File: src/rtl/mult_share_arbiter.sv
// mult_share_arbiter: round-robin sharing of one shift-add multiplier
// between requesters A and B, with a watchdog on the multiplier Done.
module mult_share_arbiter #(
   parameter int WIDTH   = 4,
   parameter int TIMEOUT = 32,
   parameter int CNT_W   = 8
) (
   input  logic               Clock,
   input  logic               Reset,
   input  logic               A_Req,
   input  logic [WIDTH-1:0]   A_Q,
   input  logic [WIDTH-1:0]   A_R,
   output logic               A_Done,
   output logic [2*WIDTH-1:0] A_P,
   output logic               A_Err,
   input  logic               A_Ack,
   input  logic               B_Req,
   input  logic [WIDTH-1:0]   B_Q,
   input  logic [WIDTH-1:0]   B_R,
   output logic               B_Done,
   output logic [2*WIDTH-1:0] B_P,
   output logic               B_Err,
   input  logic               B_Ack,
   output logic               M_Start,
   output logic [WIDTH-1:0]   M_Q,
   output logic [WIDTH-1:0]   M_R,
   input  logic [2*WIDTH-1:0] M_P,
   input  logic               M_Done,
   output logic               M_Ack,
   output logic               Busy,
   output logic               Last_Grant
);

   typedef enum logic [2:0] {
      IDLE    = 3'd0,
      LAUNCH  = 3'd1,
      WAIT    = 3'd2,
      RELEASE = 3'd3,
      RESP    = 3'd4
   } state_t;

   localparam logic [CNT_W-1:0] TO_LAST = CNT_W'(TIMEOUT - 1);

   state_t             r_state, w_state;
   logic [CNT_W-1:0]   r_cnt, w_cnt;
   logic               r_gnt, w_gnt;
   logic               r_last, w_last;
   logic               r_to, w_to;
   logic               r_start, w_start;
   logic               r_ack, w_ack;
   logic               r_busy, w_busy;
   logic [WIDTH-1:0]   r_mq, w_mq;
   logic [WIDTH-1:0]   r_mr, w_mr;
   logic               r_a_done, w_a_done;
   logic [2*WIDTH-1:0] r_a_p, w_a_p;
   logic               r_a_err, w_a_err;
   logic               r_b_done, w_b_done;
   logic [2*WIDTH-1:0] r_b_p, w_b_p;
   logic               r_b_err, w_b_err;
   logic               w_pick_b;
   logic               w_x_ack;

   // Round-robin pick: B wins alone, or on a tie when A was served last.
   always_comb begin
      w_pick_b = B_Req & (~A_Req | ~r_last);
      w_x_ack  = r_gnt ? B_Ack : A_Ack;
   end

   // Next-state and next-output logic; every register holds by default.
   always_comb begin
      w_state  = r_state;
      w_cnt    = r_cnt;
      w_gnt    = r_gnt;
      w_last   = r_last;
      w_to     = r_to;
      w_start  = 1'b0;
      w_ack    = 1'b0;
      w_mq     = r_mq;
      w_mr     = r_mr;
      w_a_done = r_a_done;
      w_a_p    = r_a_p;
      w_a_err  = r_a_err;
      w_b_done = r_b_done;
      w_b_p    = r_b_p;
      w_b_err  = r_b_err;
      unique case (r_state)
         IDLE: begin
            if (A_Req | B_Req) begin
               w_gnt   = w_pick_b;
               w_mq    = w_pick_b ? B_Q : A_Q;
               w_mr    = w_pick_b ? B_R : A_R;
               w_cnt   = '0;
               w_to    = 1'b0;
               w_start = 1'b1;
               w_state = LAUNCH;
            end
         end
         LAUNCH: begin
            w_state = WAIT;
         end
         WAIT: begin
            if (M_Done) begin
               if (r_gnt) begin
                  w_b_p   = M_P;
                  w_b_err = 1'b0;
               end else begin
                  w_a_p   = M_P;
                  w_a_err = 1'b0;
               end
               w_to    = 1'b0;
               w_ack   = 1'b1;
               w_state = RELEASE;
            end else if (r_cnt == TO_LAST) begin
               if (r_gnt) begin
                  w_b_p   = '0;
                  w_b_err = 1'b1;
               end else begin
                  w_a_p   = '0;
                  w_a_err = 1'b1;
               end
               w_to    = 1'b1;
               w_ack   = 1'b1;
               w_state = RELEASE;
            end else begin
               w_cnt = r_cnt + CNT_W'(1);
            end
         end
         RELEASE: begin
            // Timed-out jobs get a single Ack cycle; normal jobs wait
            // for the multiplier to withdraw Done.
            if (r_to || !M_Done) begin
               if (r_gnt) w_b_done = 1'b1;
               else       w_a_done = 1'b1;
               w_state = RESP;
            end else begin
               w_ack = 1'b1;
            end
         end
         RESP: begin
            if (w_x_ack) begin
               w_a_done = 1'b0;
               w_b_done = 1'b0;
               w_last   = r_gnt;
               w_state  = IDLE;
            end
         end
         default: begin
            w_state = IDLE;
         end
      endcase
      w_busy = (w_state != IDLE);
   end

   // State and registered outputs; reset abandons any job in flight.
   always_ff @(posedge Clock or negedge Reset) begin
      if (!Reset) begin
         r_state  <= IDLE;
         r_cnt    <= '0;
         r_gnt    <= 1'b0;
         r_last   <= 1'b1;
         r_to     <= 1'b0;
         r_start  <= 1'b0;
         r_ack    <= 1'b0;
         r_busy   <= 1'b0;
         r_mq     <= '0;
         r_mr     <= '0;
         r_a_done <= 1'b0;
         r_a_p    <= '0;
         r_a_err  <= 1'b0;
         r_b_done <= 1'b0;
         r_b_p    <= '0;
         r_b_err  <= 1'b0;
      end else begin
         r_state  <= w_state;
         r_cnt    <= w_cnt;
         r_gnt    <= w_gnt;
         r_last   <= w_last;
         r_to     <= w_to;
         r_start  <= w_start;
         r_ack    <= w_ack;
         r_busy   <= w_busy;
         r_mq     <= w_mq;
         r_mr     <= w_mr;
         r_a_done <= w_a_done;
         r_a_p    <= w_a_p;
         r_a_err  <= w_a_err;
         r_b_done <= w_b_done;
         r_b_p    <= w_b_p;
         r_b_err  <= w_b_err;
      end
   end

   // Drive ports straight from registers.
   always_comb begin
      A_Done     = r_a_done;
      A_P        = r_a_p;
      A_Err      = r_a_err;
      B_Done     = r_b_done;
      B_P        = r_b_p;
      B_Err      = r_b_err;
      M_Start    = r_start;
      M_Q        = r_mq;
      M_R        = r_mr;
      M_Ack      = r_ack;
      Busy       = r_busy;
      Last_Grant = r_last;
   end

endmodule

File: config.mk
export PLATFORM = sky130hd
export DESIGN_NAME = mult_share_arbiter
export DESIGN_NICKNAME = d
export VERILOG_FILES = /design/src/rtl/mult_share_arbiter.sv
export SDC_FILE = /design/constraint.sdc
export NUM_CORES = 1
export LEC_CHECK = 0
export BUFFER_PORTS_ARGS = -buffer_cell sky130_fd_sc_hd__clkbuf_2
export CORE_MARGIN = 2
export CORE_UTILIZATION = 57
export CTS_BUF_LIST = sky130_fd_sc_hd__clkbuf_4 sky130_fd_sc_hd__clkbuf_8
export DETAILED_ROUTE_END_ITERATION = 12
export PLACE_DENSITY_LB_ADDON = 0.05
export SLEW_MARGIN = 25
export SYNTH_ARGS = -nofsm -noshare
export SYNTH_HDL_FRONTEND = slang
export SYNTH_SLANG_ARGS = --single-unit
File: constraint.sdc
create_clock -name Clock -period 4.1 [get_ports Clock]
set_clock_uncertainty 0.05 [all_clocks]
set_input_delay 0.41 -clock Clock [delete_from_list [all_inputs] [get_ports Clock]]
set_output_delay 0.41 -clock Clock [all_outputs]
set_load 0.03 [all_outputs]
# After elaboration in Yosys (flattened, before gate mapping)
# Cells that the tools add are included.
[classes]
reduce_logical = 15
n_eq_ne = 13
mux = 44
bitwise = 6
addsub = 1
[op_table]
columns = ["op", "count"]
rows = [
  ["$mux W8", 11],
  ["$mux W1", 20],
  ["$pmux W8 S2", 1],
  ["$mux W3", 5],
  ["$pmux W3 S5", 1],
  ["$ne A2 B2 Y1 const B", 7],
  ["$reduce_and A4 Y1", 3],
  ["$reduce_and A3 Y1", 3],
  ["$add A8 B1 Y8 const B", 1],
  ["$eq A8 B5 Y1 const B", 1],
  ["$mux W4", 2],
  ["$pmux W1 S2", 4],
  ["$eq A3 B2 Y1 const B", 2],
  ["$reduce_bool A2 Y1", 3],
  ["$reduce_and A2 Y1", 2],
  ["$eq A3 B1 Y1 const B", 1],
  ["$eq A3 B3 Y1 const B", 1],
  ["$logic_not A3 Y1", 1],
  ["$ne A3 B3 Y1 const B", 1],
  ["$not A1 Y1", 3],
  ["$reduce_bool A3 Y1", 1],
  ["$or A1 B1 Y1", 2],
  ["$and A1 B1 Y1", 1],
  ["$logic_not A1 Y1", 1],
  ["$logic_or A1 B1 Y1", 1],
]
[totals]
regBits = 45
output_inout_bits = 32
word_cells = 95

# Longest topological paths before layout
[logic_depth]
word_depth = 5
mapped_depth = 6
mapped_depth_nobuf = 5

# Worst setup path before layout
# Ideal clock, no wire load.
[synth_path]
path_type = "reg2reg"
start = "register r_cnt[5]"
end = "register r_b_p[0] (netlist: B_P[0])"
slack_ns = 2.448
t_arrival_ns = 1.481
required_time_ns = 3.929
setup_time_ns = 0.121
synth_period_minus_slack_ns = 1.652
stages_incl_launch_ff = 5
path_cell_list = "dfrtp_1 > or4b_4 > nor2_4 > o211ai_4 > a22o_1"
[synth_via]
elab_chain_len = 3
[synth_rtl]
columns = ["item", "line_no", "rtl"]
rows = [
  ["from (decl)", "45", "logic [CNT_W-1:0] r_cnt, w_cnt;"],
  ["from (signal assigned)", "175", "r_cnt <= w_cnt;"],
  ["$eq A8 B5 Y1", "113", "end else if (r_cnt == TO_LAST) begin"],
  ["$reduce_bool A2 Y1 (no source line)", "-", ""],
  ["$reduce_and A3 Y1 (no source line)", "-", ""],
  ["to (signal assigned)", "188", "r_b_p <= w_b_p;"],
  ["to (decl)", "58", "logic [2*WIDTH-1:0] r_b_p, w_b_p;"],
]
# Every way passes these cells.
# A chain may end at the register's enable or synchronous reset.

# Worst setup path after layout
[layout_path]
start = "register r_cnt[5]"
end = "register r_a_p[4] (netlist: A_P[4])"
[layout_via]
elab_chain_len = 3
[layout_rtl]
columns = ["item", "line_no", "rtl"]
rows = [
  ["$eq A8 B5 Y1", "113", ""],
  ["$reduce_bool A2 Y1 (no source line)", "-", ""],
  ["$reduce_and A3 Y1 (no source line)", "-", ""],
  ["to (signal assigned)", "185", "r_a_p <= w_a_p;"],
  ["to (decl)", "55", "logic [2*WIDTH-1:0] r_a_p, w_a_p;"],
]
# Every way passes these cells.

==> summary.txt <==
Synth
  • Syn Nets: 222
  • Largest area contributor in the netlist: dfrtp_1
  • Seq/Total Area, Yosys: 0.557
  • Synth Area in Adders: 0.00618
  • Post-synth EDFFs: 0
  • XOR/XNOR Fraction of Synth Area: 0.00865
  • Top cells by area, synth: dfrtp_1 54%, o21ai_0 5.9%, mux2i_1 4.4%
  • Simple logic cell fraction of the synthesized area: 0.138
  • Syn_area_per_cell: 10.7 sq um
  • Warnings from Yosys: 0
  • Largest family of logic cells by synthesized area: compound AO/OA/AOI/OAI gates
  • Cells after synthesis: 190
  • Seq cells post-synth: 45
  • Top_reg_cell synth: dfrtp_1
  • Compound-gate portion of the synthesized area: 0.195
  • Post-synth top area share: 0.544
  • Post-synth ARST share: 1.00
  • Yosys cell types: 40
  • Mux cell area share after synthesis: 0.0445
  • Mapped Area: 2020 sq um

Clock tree
  • Root buffer cell: clkbuf_4
  • TritonCTS Sinks: 45
  • Clock transition at path regs: 0.13 ns
  • Skew-Pair Late Insertion Delay: 0.37 ns
  • CTS H-tree depth: 2
  • Clk buf depth: 2
  • CTS tree: done
  • CTS buffer count: 5
  • Setup Buffers After CTS: 0

Power and ir drop
  • P_int: 1.02 mW
  • Clock Power Share: 0.157
  • Switching power of the nets: 0.824 mW
  • Sw frac: 0.448
  • Power share of the combinational group: 0.436
  • Worst IR drop on VDD: 457 uV
  • Pleak: 1.24 nW
  • Flop pwr share: 0.407
  • Total power: 1.84 mW
  • PwrDens: 747 nW/um^2

Placed design
  • Post-DP HPWL: 3100 um
  • Port-buffer cells: 62
  • DP Cell Count: 291
  • GPL Wtd Cong: 0.810
  • Dpl cell area: 2360 sq um
  • Pre-CTS setup slack: 1.97 ns

Route
  • Drt wl/cell: 14.0 um
  • DR DRC count: 0
  • Post-DRT Antenna Nets: 0
  • Via Count: 1676
  • Initial DRC count: 98
  • WL final: 4190 um
  • DRT Pass-1 Iters: 4
  • Vias/cell: 5.59

GRT
  • Antenna violations before repair: 0
  • Pin count of the biggest net entering global routing: 46
  • Total gr overflow: 0
  • Vias in the first global route: 1668
  • GR Util All Layers: 0.222
  • First-pass GRT wire length: 7100 um

Floorplanning
  • Die width: 63.6 um
  • Initial Util: 0.602
  • CORE AREA: 3360 sq um
  • Core Rows: 21
  • Die Footprint: 4040 sq um
  • Die Ht: 63.6 um
  • I/O pin cnt: 63

STA
  • Setup tns final: 0 ns
  • Final setup viols: 0
  • RSZ-0062 raised after global routing: false
  • Least-Margin Pin Slew: 0.680 ns
  • Final Hold Fails: 0
  • Max frequency: 0.546 GHz
  • Max-slew violations: 0
  • Final worst slack: 2.27 ns
  • Final Critical Period: 1.83 ns
  • Smallest hold slack: 0.231 ns
  • Slew margin rel.: 0.546
  • Final period util: 0.446

Setup path
  • WP data required: 4.31 ns
  • Startpoint type of the worst setup path: flop
  • Kind of end point of the critical path: flop
  • Crit-path max FO: 8
  • WS Path Type: reg2reg
  • Arr. time, crit path: 2.04 ns

Cells and area
  • Share of cells above drive strength 1: 0.315
  • Final #Nets: 285
  • Ant diodes: 0
  • Finished Core Util: 0.733
  • Post-route insts no fill: 300
  • Fill cell count: 260
  • Design area: 2460 sq um
  • Synth-to-Final Area Change: 21.7%

Status
  • Outcome: finished clean

Min path
  • HP Class: in2reg

Flow run
  • Max Cap Violations: 0
## kinds of logic after synthesis
logic type,count (synthesis)
flops,45
compound gates,61
fa+ha+maj,1
mux,9
simple gates,49
buf+inv,23
xor+xnor,2
## cell type report
| cell class | instances | area, sq um | area share |
|---|---|---|---|
| Sequential cell | 45 | 1130 | 0.458 |
| Timing Repair Buffer | 65 | 338 | 0.137 |
| Tap cell | 46 | 57.6 | 0.0234 |
| Clock inverter | 2 | 37.5 | 0.0152 |
| Clock buffer | 6 | 51.3 | 0.0208 |
| Inverter | 14 | 52.6 | 0.0213 |
| Multi-Input combinational cell | 122 | 800 | 0.325 |
## repair_timing
item                                   4_1_cts  5_1_grt
hold buffers                                 0        1
endpoints found under the hold margin        0       11
resized for setup                            0        0
## worst max-delay path, cell delays in order (launching register included)
cell and delay, ns:
dfrtp_1 0.45, or4b_4 0.60, nor2_4 0.25, o21a_1 0.26
o21ai_0 0.12
## cell usage in the layout (no fill, tap or decap), drive strengths merged, types with 2 or more instances in the layout
cell type / count
mux2i: 9
or3: 2
o21bai: 2
dfrtp: 44
xor2: 2
o21ai: 25
a22o: 10
a31oi: 2
nand2b: 2
nand2: 12
a21oi: 13
nand3: 14
and3: 3
o211ai: 3
nor2: 7
buf: 3
nor3: 2
inv: 14
clkbuf: 67
## synth_stat cells (all sizes together) (2+ instances only)
cell    count
mux2i       9
inv        14
nand2b      2
dfrtp      44
nand3      14
a22o       10
and3        3
clkbuf      5
o21bai      2
a21oi      13
nor2        7
xor2        2
o211ai      3
o21ai      25
buf         4
nor3        2
nand2      12
or3         2
a31oi       2
## power groups by stage
stage	sequential (mW)	clock (mW)	combinational (mW)
6_report	0.749	0.290	0.802
3_3_place_gp	0.744	0	0.786
2_1_floorplan	0.989	0	0.338
5_1_grt	0.776	0.311	0.871
4_1_cts	0.746	0.293	0.808
3_5_place_dp	0.755	0	0.806
## registers in the layout, indices dropped and copies added, names as in the netlist, 3 cells and up
register  flops
A_P           8
M_Q           4
B_P           8
r_state       3
M_R           4
r_cnt         8
## worst paths after layout
check	slack [ns]	end	startpoint	depth (start not counted)
min in group asynchronous	0.50	B_P[6]	Reset	2
max reg2reg	2.27	A_P[4]	r_cnt[5]	4
min reg2reg	0.45	M_R[1]	M_R[1]	2
max in group asynchronous	3.10	Last_Grant	Reset	2
min	0.23	B_P[6]	M_P[6]	2
max	2.27	A_P[4]	r_cnt[5]	4
## metal layers
layer,track usage,wire length [um],vias to the layer above
met1,0.277,1790,810
met4,0.0951,72,0
li1,-,-,812
met3,0.0446,192,6
met5,0,0,-
met2,0.374,2130,48
Power figures use the tool's default switching activity.
